$ cat src/rtl/fp_div_seq_if.sv
// Shared FP types and the request/divider/result bundle for the fp_div_seq sequencer.
// slave = sequencer view, master = requester/divider/consumer view.
package fp_div_pkg;
  typedef enum logic [1:0] {FP32, FP64, FP16, BF16} fp_format_e;
  typedef enum logic [2:0] {RNE, RTZ, RDN, RUP, RMM} roundmode_e;

  // Sized for the widest format; mant carries guard/round/sticky in its low bits.
  typedef struct packed {
    logic               sign;
    logic signed [12:0] exp;
    logic [55:0]        mant;
  } uround_res_t;

  function automatic int fp_width(input fp_format_e fmt);
    case (fmt)
      FP64:    return 64;
      FP16:    return 16;
      BF16:    return 16;
      default: return 32;
    endcase
  endfunction
endpackage

interface fp_div_seq_if import fp_div_pkg::*; #(parameter int FP_WIDTH = 32);
  logic                in_valid_i;
  logic                in_ready_o;
  logic [FP_WIDTH-1:0] a_i;
  logic [FP_WIDTH-1:0] b_i;
  roundmode_e          rnd_i;
  logic [FP_WIDTH-1:0] div_a_o;
  logic [FP_WIDTH-1:0] div_b_o;
  roundmode_e          div_rnd_o;
  logic                div_start_o;
  logic                div_done_i;
  uround_res_t         div_urnd_i;
  logic                out_valid_o;
  logic                out_ready_i;
  uround_res_t         out_urnd_o;
  roundmode_e          out_rnd_o;
  logic                timeout_o;

  modport slave (
    input  in_valid_i, a_i, b_i, rnd_i, div_done_i, div_urnd_i, out_ready_i,
    output in_ready_o, div_a_o, div_b_o, div_rnd_o, div_start_o,
           out_valid_o, out_urnd_o, out_rnd_o, timeout_o
  );

  modport master (
    output in_valid_i, a_i, b_i, rnd_i, div_done_i, div_urnd_i, out_ready_i,
    input  in_ready_o, div_a_o, div_b_o, div_rnd_o, div_start_o,
           out_valid_o, out_urnd_o, out_rnd_o, timeout_o
  );
endinterface

$ cat src/rtl/fp_div_seq.sv
// Sequencer around an iterative FP divider: accept, start pulse, wait done, hold result.
// Optional BUSY watchdog enabled by defining FP_DIV_SEQ_TIMEOUT_EN.
module fp_div_seq import fp_div_pkg::*; #(
  parameter fp_format_e FP_FORMAT      = FP32,
  parameter int         TIMEOUT_CYCLES = 64
) (
  input  logic         clk_i,
  input  logic         reset_i,
  fp_div_seq_if.slave  bus
);
  localparam int FP_WIDTH = fp_width(FP_FORMAT);

  if (TIMEOUT_CYCLES < 1) begin : g_bad_timeout
    $error("fp_div_seq: TIMEOUT_CYCLES must be at least 1");
  end

  typedef enum logic [1:0] {IDLE, START, BUSY, HOLD} state_e;

  state_e              state;
  logic [FP_WIDTH-1:0] a_q, b_q;
  roundmode_e          rnd_q, out_rnd_q;
  uround_res_t         urnd_q;
  logic                start_q, valid_q;
  logic                in_ready;

`ifdef FP_DIV_SEQ_TIMEOUT_EN
  localparam int WD_W = $clog2(TIMEOUT_CYCLES + 1);
  logic [WD_W-1:0] wd_cnt;
  logic            to_q;
`endif

  // HOLD can hand off to a new request in the same cycle it drains.
  assign in_ready = (state == IDLE) || (state == HOLD && bus.out_ready_i);

  always_ff @(posedge clk_i or posedge reset_i) begin
    if (reset_i) begin
      state     <= IDLE;
      a_q       <= '0;
      b_q       <= '0;
      rnd_q     <= RNE;
      out_rnd_q <= RNE;
      urnd_q    <= '0;
      start_q   <= 1'b0;
      valid_q   <= 1'b0;
`ifdef FP_DIV_SEQ_TIMEOUT_EN
      wd_cnt    <= '0;
      to_q      <= 1'b0;
`endif
    end else begin
      start_q <= 1'b0;
      case (state)
        IDLE: begin
          if (bus.in_valid_i) begin
            a_q     <= bus.a_i;
            b_q     <= bus.b_i;
            rnd_q   <= bus.rnd_i;
            start_q <= 1'b1;
            state   <= START;
          end
        end
        START: begin
          state <= BUSY;
`ifdef FP_DIV_SEQ_TIMEOUT_EN
          wd_cnt <= '0;
`endif
        end
        BUSY: begin
          if (bus.div_done_i) begin
            urnd_q    <= bus.div_urnd_i;
            out_rnd_q <= rnd_q;
            valid_q   <= 1'b1;
            state     <= HOLD;
          end
`ifdef FP_DIV_SEQ_TIMEOUT_EN
          else if (wd_cnt == WD_W'(TIMEOUT_CYCLES - 1)) begin
            to_q  <= 1'b1;
            state <= IDLE;
          end else begin
            wd_cnt <= wd_cnt + WD_W'(1);
          end
`endif
        end
        HOLD: begin
          if (bus.out_ready_i) begin
            valid_q <= 1'b0;
            if (bus.in_valid_i) begin
              a_q     <= bus.a_i;
              b_q     <= bus.b_i;
              rnd_q   <= bus.rnd_i;
              start_q <= 1'b1;
              state   <= START;
            end else begin
              state <= IDLE;
            end
          end
        end
        default: state <= IDLE;
      endcase
    end
  end

  assign bus.in_ready_o  = in_ready;
  assign bus.div_a_o     = a_q;
  assign bus.div_b_o     = b_q;
  assign bus.div_rnd_o   = rnd_q;
  assign bus.div_start_o = start_q;
  assign bus.out_valid_o = valid_q;
  assign bus.out_urnd_o  = urnd_q;
  assign bus.out_rnd_o   = out_rnd_q;
`ifdef FP_DIV_SEQ_TIMEOUT_EN
  assign bus.timeout_o   = to_q;
`else
  assign bus.timeout_o   = 1'b0;
`endif
endmodule
$ cat src/flat_wrapper.sv
// flat-port wrapper written by rule: the top's interface ports become plain ports
module fp_div_seq_flat import fp_div_pkg::*;
#(
  parameter fp_format_e FP_FORMAT      = FP32,
  parameter int         TIMEOUT_CYCLES = 64
)
  (clk_i, reset_i, bus_in_valid_i, bus_a_i, bus_b_i, bus_rnd_i, bus_div_done_i, bus_div_urnd_i, bus_out_ready_i, bus_in_ready_o, bus_div_a_o, bus_div_b_o, bus_div_rnd_o, bus_div_start_o, bus_out_valid_o, bus_out_urnd_o, bus_out_rnd_o, bus_timeout_o);
  fp_div_seq_if bus_i ();
  input  logic clk_i;
  input  logic reset_i;
  input wire logic [$bits(bus_i.in_valid_i)-1:0] bus_in_valid_i;
  input wire logic [$bits(bus_i.a_i)-1:0] bus_a_i;
  input wire logic [$bits(bus_i.b_i)-1:0] bus_b_i;
  input wire logic [$bits(bus_i.rnd_i)-1:0] bus_rnd_i;
  input wire logic [$bits(bus_i.div_done_i)-1:0] bus_div_done_i;
  input wire logic [$bits(bus_i.div_urnd_i)-1:0] bus_div_urnd_i;
  input wire logic [$bits(bus_i.out_ready_i)-1:0] bus_out_ready_i;
  output wire logic [$bits(bus_i.in_ready_o)-1:0] bus_in_ready_o;
  output wire logic [$bits(bus_i.div_a_o)-1:0] bus_div_a_o;
  output wire logic [$bits(bus_i.div_b_o)-1:0] bus_div_b_o;
  output wire logic [$bits(bus_i.div_rnd_o)-1:0] bus_div_rnd_o;
  output wire logic [$bits(bus_i.div_start_o)-1:0] bus_div_start_o;
  output wire logic [$bits(bus_i.out_valid_o)-1:0] bus_out_valid_o;
  output wire logic [$bits(bus_i.out_urnd_o)-1:0] bus_out_urnd_o;
  output wire logic [$bits(bus_i.out_rnd_o)-1:0] bus_out_rnd_o;
  output wire logic [$bits(bus_i.timeout_o)-1:0] bus_timeout_o;
  assign bus_i.in_valid_i = bus_in_valid_i;
  assign bus_i.a_i = bus_a_i;
  assign bus_i.b_i = bus_b_i;
  assign bus_i.rnd_i = bus_rnd_i;
  assign bus_i.div_done_i = bus_div_done_i;
  assign bus_i.div_urnd_i = bus_div_urnd_i;
  assign bus_i.out_ready_i = bus_out_ready_i;
  assign bus_in_ready_o = bus_i.in_ready_o;
  assign bus_div_a_o = bus_i.div_a_o;
  assign bus_div_b_o = bus_i.div_b_o;
  assign bus_div_rnd_o = bus_i.div_rnd_o;
  assign bus_div_start_o = bus_i.div_start_o;
  assign bus_out_valid_o = bus_i.out_valid_o;
  assign bus_out_urnd_o = bus_i.out_urnd_o;
  assign bus_out_rnd_o = bus_i.out_rnd_o;
  assign bus_timeout_o = bus_i.timeout_o;
  fp_div_seq #(.FP_FORMAT(FP_FORMAT), .TIMEOUT_CYCLES(TIMEOUT_CYCLES)) u_core (.clk_i(clk_i), .reset_i(reset_i), .bus(bus_i));
endmodule
$ cat config.mk
export PLATFORM = sky130hd
export DESIGN_NAME = fp_div_seq_flat
export DESIGN_NICKNAME = d
export VERILOG_FILES = /design/src/rtl/fp_div_seq_if.sv /design/src/rtl/fp_div_seq.sv /design/src/flat_wrapper.sv
export SDC_FILE = /design/constraint.sdc
export NUM_CORES = 1
export LEC_CHECK = 0
export BUFFER_PORTS_ARGS = -buffer_cell sky130_fd_sc_hd__buf_2
export CORE_MARGIN = 2
export CORE_UTILIZATION = 30
export CTS_CLUSTER_DIAMETER = 60
export DETAILED_ROUTE_END_ITERATION = 8
export SLEW_MARGIN = 10
export SYNTH_ARGS = -nofsm -noshare
export SYNTH_HDL_FRONTEND = slang
export SYNTH_SLANG_ARGS = --single-unit
$ cat constraint.sdc
create_clock -name clk_i -period 8.1 [get_ports clk_i]
set_clock_uncertainty 0.1 [all_clocks]
set_input_delay 0.405 -clock clk_i [delete_from_list [all_inputs] [get_ports clk_i]]
set_output_delay 0.405 -clock clk_i [all_outputs]
set_load 0.1 [all_outputs]
After elaboration in Yosys (flattened, before gate mapping)
Index checks and enable logic that the tools add are counted.
W data, S select, Z words.
Cells by class
  equal/unequal tests: 6
  reduce and logical (&&, ||, !) cells: 9
  multiplexer cells: 20
Operators by type and width (count)
  $mux W32: 4
  $pmux W32 S2: 2
  $pmux W2 S4: 1
  $mux W2: 3
  $mux W3: 2
  $ne A2 B2 Y1 const B: 3
  $pmux W3 S2: 1
  $reduce_and A3 Y1: 2
  $mux W1: 5
  $eq A2 B2 Y1 const B: 2
  $pmux W1 S2: 2
  $reduce_and A2 Y1: 2
  $reduce_bool A2 Y1: 2
  $eq A2 B1 Y1 const B: 1
  $logic_not A2 Y1: 1
  $logic_and A1 B1 Y1: 1
  $logic_or A1 B1 Y1: 1
Storage, ports and cells
  output and inout port bits: 144
  word-level logic and storage cells: 45
  flip-flop bits (word level): 144
  input bits: 142

Logic depth before layout (Yosys ltp)
Gate-level depths: netlist of the first run.
  word-level depth: 3
  mapped depth: 7
  gate-level depth less buffers: 5

Worst setup path after synthesis of the first run
No wires, ideal clock.
  path type: flip-flop to flip-flop
  from: register u_core.state[0]
  to: register u_core.rnd_q[2] (netlist: u_core.bus.div_rnd_o[2])
  stages on the path, launching flop included: 8
  setup slack: 6.223 ns
  clock period less this slack: 1.877 ns
  required time: 7.874 ns
  arrival time: 1.652 ns
  path buffers: 2
  setup time: 0.126 ns
  cells stage by stage: dfrtp_1 > inv_1 > ha_1 > mux2_4 > nand2_4 > buf_6 > buf_12 > mux2_4
Between the ends
  cells in the longest elaborated chain, start to end: 3
  elaborated cells between the ends (all ways): 6
  classes of those cells: 2 x eq/ne; 1 x mux; 3 x reduce/logical
RTL lines
  start, declared: RTL line fp_div_seq.sv:19  | state_e state;
  start signal, assigned: RTL line fp_div_seq.sv:37  | state <= IDLE;
  start signal, assigned: RTL line fp_div_seq.sv:58  | state <= START;
  start signal, assigned: RTL line fp_div_seq.sv:62  | state <= BUSY;
  $eq A2 B2 Y1 or $logic_not A2 Y1 (tied branches): RTL line fp_div_seq.sv:51  | case (state)
  $ne A2 B2 Y1 (no source line) or $reduce_bool A2 Y1 (tied branches)
  $reduce_and A2 Y1 (no source line)
  end signal, assigned: RTL line fp_div_seq.sv:56  | rnd_q <= bus.rnd_i;
  end signal, assigned: RTL line fp_div_seq.sv:89  | rnd_q <= bus.rnd_i;
  end, declared: RTL line fp_div_seq.sv:21  | roundmode_e rnd_q, out_rnd_q;
Parallel ways exist; a longest one is shown, timed or not.
A chain may end at the register's enable or synchronous reset.

Final worst setup path of the first run
  from: register u_core.state[0]
  to: register u_core.b_q[4] (netlist: u_core.bus.div_b_o[4])
Between the ends
  cells in the longest elaborated chain, start to end: 3
  elaborated cells between the ends (all ways): 6
  classes of those cells: 2 x eq/ne; 1 x mux; 3 x reduce/logical
RTL lines
  $eq A2 B2 Y1 or $logic_not A2 Y1 (tied branches): RTL line fp_div_seq.sv:51
  $ne A2 B2 Y1 (no source line) or $reduce_bool A2 Y1 (tied branches)
  $reduce_and A2 Y1 (no source line)
  end signal, assigned: RTL line fp_div_seq.sv:55  | b_q <= bus.b_i;
  end signal, assigned: RTL line fp_div_seq.sv:88  | b_q <= bus.b_i;
  end, declared: RTL line fp_div_seq.sv:20  | logic [FP_WIDTH-1:0] a_q, b_q;
Parallel ways exist; a longest one is shown, timed or not.

==> results of run 1 <==
[kinds of logic (layout without fill, tap and decap cells)]
kind of cell	Yosys count	in the layout	synth area share (%)
compound gates	5	5	0.575
mux	143	143	30.5
flops	144	144	63.6
other cells	1	1	0.0662
simple gates	11	11	1.24
buf+inv	21	321	3.14
fa+ha+maj	4	4	0.884
[layer usage]
layer	vias to the layer above	routed length (um)	global-route usage (%)
met3	17	1050	4.69
met1	1803	4980	14.6
met4	0	220	5.32
met2	155	6480	20.8
li1	1726	-	-
met5	-	0	0
[layout make-up]
class | instances | area, um2
well taps | 234 | 293
clock inverters | 9 | 133
clock buffers | 22 | 464
multi-input cells | 164 | 1880
fillers | 1747 | 10800
flip-flops and latches | 144 | 3600
repair buffers | 285 | 1430
inverters | 5 | 23.8
[worst max-delay path: stages, from the launching register on]
cell     delay [ns]
dfrtp_1        0.42
inv_1          0.11
ha_1           0.26
mux2_4         0.30
nand2_4        0.71
mux2_2         0.43
[path summary, 6_finish.rpt]
check                                              startpoint                                   end  slack, ns  cells after the start
setup / recovery                  u_core.state[0]$_DFFE_PP0P_     u_core.bus.div_b_o[4]$_DFFE_PP0P_       5.57                      5
hold / removal                                        reset_i     u_core.bus.div_b_o[6]$_DFFE_PP0P_       0.02                      2
setup reg to reg                  u_core.state[0]$_DFFE_PP0P_     u_core.bus.div_b_o[4]$_DFFE_PP0P_       5.57                      5
hold reg to reg            u_core.bus.div_a_o[28]$_DFFE_PP0P_    u_core.bus.div_a_o[28]$_DFFE_PP0P_       0.40                      1
max in group asynchronous                             reset_i     u_core.bus.div_a_o[6]$_DFFE_PP0P_       6.54                      3
min in group clk_i                          bus_div_urnd_i[1]  u_core.bus.out_urnd_o[1]$_DFFE_PP0P_       0.12                      2
[metrics by stage]
stage / utilization, % / hold slack (ns) / area, um2
finish: 42.0 / 0.0232 / 7830
global route: 42.0 / 0.0770 / 7830
CTS: 42.0 / 0.0640 / 7830
detailed placement: 38.8 / 0.387 / 7230
global placement: 38.8 / 0.384 / 7230
floorplan: - / 0.454 / 5660
[cells in the mapped netlist (all sizes together)]
master / n / area share (%)
dfrtp: 144 / 64
mux2: 142 / 30
buf: 16 / 2.8
inv: 5 / 0.33
ha: 4 / 0.88
nand2b: 3 / 0.33
nand2: 2 / 0.27
o21ai: 2 / 0.18
a21o: 1 / 0.13
a31oi: 1 / 0.11
and2: 1 / 0.11
and3: 1 / 0.11
and3b: 1 / 0.15
conb: 1 / 0.066
mux2i: 1 / 0.18
nand3: 1 / 0.088
nand4: 1 / 0.11
nor2: 1 / 0.066
o221ai: 1 / 0.15
[flip-flops by register name (all words and copies together), names as in the netlist]
name                    flops
u_core.bus.out_valid_o      1
u_core.bus.div_b_o         32
u_core.state                2
u_core.bus.out_rnd_o        3
u_core.bus.div_rnd_o        3
u_core.bus.out_urnd_o      70
u_core.bus.div_start_o      1
u_core.bus.div_a_o         32
[placed cells by master (no fill, tap or decap), types with 3 or more instances in the layout]
master	count
mux2_4	31
buf_2	284
bufinv_16	3
clkbuf_16	17
dfrtp_1	144
inv_1	4
ha_1	4
clkbuf_1	3
nand2b_1	3
mux2_2	111
==> flow_summary.yaml, run 1 <==
sta:
  hold_viol_final: 0
  finalCritPeriodShare_pct: 31.3
  setup_slack_ns: 5.57
  tightest_slew_ns: 1.06
  max-slew-margin-rel_pct: 29.4
  setup_viol_count_final: 0
  rsz0062_at_grt: "false"
  period_needed_ns: 2.53
  fmax_ghz: 0.395
  drv_slew: 0
  fin_setup_tns_ns: 0
floorplanning:
  die_area_um2: 20000
  start_util_pct: 30.4
  die_y_um: 141
  die_w_um: 141
  io_pins: 286
  coreArea_um2: 18600
  rows: 50
placement:
  gp_congestion: 0.723
  dp_hpwl_mm: 9.19
  dpl.cell_count: 832
  io_buffers: 284
  pre_cts_slack_ns: 5.58
final_layout:
  final_cells: 863
  drive_above_1_share_pct: 72.8
  n_antenna_cell: 0
  num-nets-final: 763
  area_growth_pct: 38.3
clocking:
  clkLatencyLatePin_ns: 0.41
  cts-root-buf: "clkbuf_16"
  postCtsHoldBufs: 0
  h-tree-depth: 4
  cts_buffers: 17
  clk_path_buf_depth: 2
  cts_tree: "yes"
  clock-sinks: 144
  clk_pin_slew_ns: 0.06
  post_cts_buffers: 0
  postCtsResizedCells: 0
global_routing:
  grt_pass1_vias: 3939
  antenna_found_initial: 0
  grt_overflow: 0
  grt_usage_pct: 12.5
  grt_pass1_wl_mm: 19.7
  grt_max_degree: 87
outcome:
  outcome: "finished, final reports clean"
detailed_routing:
  num_vias: 3701
  drtPass1Iterations: 4
  viasPerCell: 4.29
  ant_nets: 0
  wl_per_cell_um: 14.7
  wirelength_mm: 12.7
  drcViolationCount: 0
  first_iter_violations: 94
synthesis:
  seq_area_frac_synth_pct: 63.6
  synth_seq_cells: 144
  netlist_instances: 329
  synth_fp_nets: 475
  synth-warning-count: 0
  synth_cell_type_count: 24
  syn_area_um2: 5660
  synth_area_per_cell_um2: 17.2
setup_path:
  crit_path_end_kind: "flop"
  worstPathMaxFanout: 67
  startpoint_type: "flop"
  critical_path_arrival_ns: 2.72
  path_class: "flop to flop"
  cp_data_required_time_ns: 8.29
flow_run:
  drv_cap: 0
min_path:
  hold_class: "input pin to asynchronous set/reset pin"
Power of run 1 is not shown: default switching activity piles up to over one toggle a cycle in this logic, so the estimate is an artifact.
==> inputs of run 2 (changes only) <==
==> constraint.sdc (replaced) <==
create_clock -name clk_i -period 2.35 [get_ports clk_i]
set_clock_uncertainty 0.1 [all_clocks]
set_input_delay 0.1175 -clock clk_i [delete_from_list [all_inputs] [get_ports clk_i]]
set_output_delay 0.1175 -clock clk_i [all_outputs]
set_load 0.1 [all_outputs]
==> run 2 against run 1 <==
Count of clock-buffer cells in the layout is 3 lower; critical path depth is 1 higher; final cell count increased by 17%; via count increased by 17%; setup slack got worse by 5.3 ns; register-to-register slack lost 5.3 ns; worst hold slack gained 0.098 ns; routed wire length increased by 19%; final area grew 19%; highest routed layer is now met5.
==> flow_summary.yaml, run 2 (synthesized netlist as in run 1, its figures left out) <==
final_layout:
  final_cells: 1011
  largest_reg_flops: 70
  mostFrequentLayoutCells: "buf_2, dfrtp_1, dlygate4sd3_1"
  area_growth_pct: 65.1
  drive_above_1_share_pct: 60.1
  design_area_um2: 9350
  fill_cells: 1595
  num-nets-final: 911
  layout.cells.most_common: "buf_2"
  n_antenna_cell: 0
flow_run:
  drv_cap: 0
min_path:
  hold_start: "bus_div_done_i"
  hold_class: "input pin to flop"
  holdPathEnd: "u_core.state[0]$_DFFE_PP0P_"
  min_path_cells: 4
clocking:
  postCtsResizedCells: 0
  cts-root-buf: "clkbuf_16"
  postCtsHoldBufs: 141
  post_cts_buffers: 0
  clk_pin_slew_ns: 0.06
  h-tree-depth: 4
  clkLatencyLatePin_ns: 0.41
  cts_tree: "yes"
  clk_path_buf_depth: 2
  cts_buffers: 17
  clock-sinks: 144
sta:
  rsz0062_at_grt: "false"
  hold_viol_final: 0
  setup_viol_count_final: 0
  tightest_slew_ns: 0.523
  max-slew-margin-rel_pct: 65.1
  drv_slew: 0
  period_needed_ns: 2.06
  fin_setup_tns_ns: 0
  finalCritPeriodShare_pct: 87.9
  fmax_ghz: 0.484
detailed_routing:
  first_iter_violations: 107
  drcViolationCount: 0
  num_vias: 4343
  ant_nets: 0
  wirelength_mm: 15.2
  wl_per_cell_um: 15.0
  drtPass1Iterations: 4
  viasPerCell: 4.30
floorplanning:
  rows: 50
  io_pins: 286
  die_w_um: 141
  die_y_um: 141
  coreArea_um2: 18600
  start_util_pct: 30.4
  die_area_um2: 20000
setup_path:
  path_class: "flop to flop"
  cp_data_required_time_ns: 2.53
  crit-reg2reg-capture: "u_core.bus.div_a_o[30]$_DFFE_PP0P_"
  startpoint_type: "flop"
  r2r-start: "u_core.state[0]$_DFFE_PP0P_"
  worstPathMaxFanout: 41
  critical_path_arrival_ns: 2.25
  reg2reg_slack_ns: 0.29
  r2r_cells: 6
  crit_path_end_kind: "flop"
outcome:
  outcome: "finished, final reports clean"
global_routing:
  grt_usage_pct: 15.2
  grt_overflow: 0
  grt_pass1_vias: 4801
  antenna_found_initial: 1
  grt_pass1_wl_mm: 24.0
  grt_max_degree: 92
placement:
  io_buffers: 284
  gp_congestion: 0.696
  placed_cell_area_um2: 7330
  dp_hpwl_mm: 10.2
  dpl.cell_count: 839
==> run 2: changes by cell type in the layout (fill, tap and decap cells not counted), sizes merged <==
cell,previous run,this run
dlygate4sd3,0,141
buf,285,292
clkbuf,22,19
clkinv,3,6
==> run 2: final cells by class <==
class	instances	area, um2	share of cell area, %
flip-flops and latches	144	3600	38.5
clock buffers	19	443	4.74
well taps	234	293	3.13
inverters	5	22.5	0.241
clock inverters	12	160	1.71
multi-input cells	164	1880	20.1
repair buffers	433	2940	31.5
==> run 2: worst max-delay path by stage <==
| stage | from | endpoint | cells past startpoint |
|---|---|---|---|
| floorplan | reset_i | u_core.bus.div_a_o[0]$_DFFE_PP0P_ | 1 |
| global placement | u_core.state[0]$_DFFE_PP0P_ | u_core.bus.div_a_o[27]$_DFFE_PP0P_ | 6 |
| detailed placement | u_core.state[0]$_DFFE_PP0P_ | u_core.bus.div_a_o[27]$_DFFE_PP0P_ | 6 |
| CTS | u_core.state[0]$_DFFE_PP0P_ | u_core.bus.div_a_o[30]$_DFFE_PP0P_ | 6 |
| global route | u_core.state[0]$_DFFE_PP0P_ | u_core.bus.div_a_o[30]$_DFFE_PP0P_ | 6 |
| finish | u_core.state[0]$_DFFE_PP0P_ | u_core.bus.div_a_o[30]$_DFFE_PP0P_ | 6 |
==> run 2: worst max-delay path: stages, from the launching register on <==
cell	delay, ns
dfrtp_1	0.41
inv_1	0.10
ha_1	0.26
mux2_4	0.30
nand2_4	0.09
buf_12	0.27
mux2_2	0.38
==> run 2: layer usage <==
metal | global-route usage [%] | part of all wire (%) | vias to the layer above
met4 | 5.32 | 2.3 | 2
li1 | - | - | 2033
met1 | 15.9 | 37 | 2109
met3 | 5.33 | 7.0 | 27
met2 | 28.1 | 53 | 172
met5 | 0 | 0.072 | -
==> run 2: metrics by stage <==
| stage | worst slack, ns | hold WS [ns] | utilization, % |
|---|---|---|---|
| after global placement | 0.372 | 0.0531 | 39.3 |
| after detailed placement | 0.307 | 0.0636 | 39.3 |
| after CTS | 0.288 | 0.0898 | 50.1 |
| after global routing | 0.216 | 0.136 | 50.1 |
| after floorplan | 0.327 | 0.166 | - |
| final | 0.285 | 0.121 | 50.1 |
Power of run 2 is left out for the same reason.
==> inputs of run 3 (changes only) <==
--- a/config.mk
+++ b/config.mk
@@ -6,10 +6,13 @@
 export NUM_CORES = 1
 export LEC_CHECK = 0
 export BUFFER_PORTS_ARGS = -buffer_cell sky130_fd_sc_hd__buf_2
+export CELL_PAD_IN_SITES_DETAIL_PLACEMENT = 1
+export CELL_PAD_IN_SITES_GLOBAL_PLACEMENT = 2
 export CORE_MARGIN = 2
-export CORE_UTILIZATION = 30
+export CORE_UTILIZATION = 29
 export CTS_CLUSTER_DIAMETER = 60
 export DETAILED_ROUTE_END_ITERATION = 8
+export PLACE_DENSITY_LB_ADDON = 0.1
 export SLEW_MARGIN = 10
 export SYNTH_ARGS = -nofsm -noshare
 export SYNTH_HDL_FRONTEND = slang
==> constraint.sdc (replaced) <==
create_clock -name clk_i -period 2.35 [get_ports clk_i]
set_clock_uncertainty 0.1 [all_clocks]
set_input_delay 0.47 -clock clk_i [delete_from_list [all_inputs] [get_ports clk_i]]
set_output_delay 0.47 -clock clk_i [all_outputs]
set_load 0.1 [all_outputs]
==> run 3 against run 2 <==
Final cell count is 10% lower; critical path type is now flop to primary output; via count down 12%; worst hold slack improved by 0.062 ns; highest routed layer is now met4.
==> flow_summary.yaml, run 3 (synthesized netlist as in run 1, its figures left out) <==
final_layout:
  fill_cells: 2048
  drive_above_1_share_pct: 73.2
  mostFrequentLayoutCells: "buf_2, dfrtp_1, mux2_2"
  design_area_um2: 7980
  num-nets-final: 775
  seqCellArea_um2: 3600
  largest_reg_flops: 70
  multiInputGateArea_um2: 1880
  layout.cells.most_common: "buf_2"
  area_growth_pct: 41.0
  n_antenna_cell: 0
  utilization_pct: 41.3
clocking:
  clkLatencyLatePin_ns: 0.41
  clock-sinks: 144
  cts_buffers: 17
  cts-root-buf: "clkbuf_16"
  cts_tree: "yes"
  h-tree-depth: 4
  clk_pin_slew_ns: 0.06
  clk_path_buf_depth: 2
sta:
  max-slew-margin-rel_pct: 65.2
  tightest_slew_ns: 0.525
  period_needed_ns: 2.20
  drv_slew: 0
  whs_ns: 0.183
  hold_viol_final: 0
  setup_slack_ns: 0.147
  rsz0062_at_grt: "false"
  setup_viol_count_final: 0
  fmax_ghz: 0.454
  finalCritPeriodShare_pct: 93.7
global_routing:
  grt_max_degree: 68
  grt_usage_pct: 14.9
  antenna_found_initial: 0
  grt_overflow: 0
  grt_pass1_vias: 4178
  grt_pass1_wl_mm: 23.1
flow_run:
  drv_cap: 0
outcome:
  outcome: "finished, final reports clean"
placement:
  placed_cell_area_um2: 7440
  gp_congestion: 0.714
  io_buffers: 284
  dp_hpwl_mm: 11.9
  pre_cts_slack_ns: 0.260
setup_path:
  cp_data_required_time_ns: 1.78
  startpoint_type: "flop"
  worstPathMaxFanout: 5
  path_class: "flop to primary output"
  crit_path_end_kind: "primary output"
  critical_path_arrival_ns: 1.63
detailed_routing:
  ant_nets: 0
  wl_per_cell_um: 17.1
  wirelength_mm: 15.5
  viasPerCell: 4.24
  first_iter_violations: 83
  drcViolationCount: 0
  num_vias: 3838
  drtPass1Iterations: 4
min_path:
  hold_class: "input pin to flop"
floorplanning:
  coreArea_um2: 19300
  io_pins: 286
  die_w_um: 144
  rows: 51
  die_area_um2: 20700
  die_y_um: 144
  start_util_pct: 29.3
run 3: worst max-delay path: stages, from the launching register on:
cell and delay (ns):
dfrtp_1 0.43, inv_1 0.13, ha_1 0.26, a21o_1 0.16, buf_6 0.23
run 3: repair_timing:
| item | 4_1_cts | 5_1_grt |
|---|---|---|
| hold endpoints to repair | 14 | 0 |
| resized for setup | 1 | 1 |
| hold buffers | 1 | 0 |
| pin swaps | 0 | 0 |
| setup buffers | 0 | 0 |
| endpoints found under the setup margin | 1 | 1 |
run 3: through the flow:
stage,std cells,TNS (ns)
3_3_place_gp,874,0
4_1_cts,906,0
5_1_grt,906,0
3_5_place_dp,874,0
6_report,906,0
2_1_floorplan,329,-3.61
run 3: per-layer routing:
layer	share of wire, %	track usage [%]
met2	53	26.2
met3	6.5	5.10
met1	40	16.9
met4	1.1	4.70
met5	0	0
run 3: path summary, 6_finish.rpt:
path	start	end	slack, ns	cells after the start
max reg2reg	u_core.state[0]$_DFFE_PP0P_	u_core.bus.div_a_o[19]$_DFFE_PP0P_	0.25	6
min in group asynchronous	reset_i	u_core.bus.div_a_o[31]$_DFFE_PP0P_	0.53	3
min reg2reg	u_core.bus.out_rnd_o[0]$_DFFE_PP0P_	u_core.bus.out_rnd_o[0]$_DFFE_PP0P_	0.40	1
max	u_core.state[0]$_DFFE_PP0P_	bus_in_ready_o	0.15	4
max in group asynchronous	reset_i	u_core.bus.div_a_o[0]$_DFFE_PP0P_	0.94	4
min	bus_div_urnd_i[11]	u_core.bus.out_urnd_o[11]$_DFFE_PP0P_	0.18	2
run 3: area by class of cell:
| cell class | instances | area share, % |
|---|---|---|
| Clock inverter | 9 | 0.768 |
| Timing Repair Buffer | 297 | 20.2 |
| Sequential cell | 144 | 45.1 |
| Clock buffer | 22 | 5.82 |
| Inverter | 5 | 0.282 |
| Tap cell | 265 | 4.15 |
| Multi-Input combinational cell | 164 | 23.6 |
Power of run 3 is left out for the same reason.
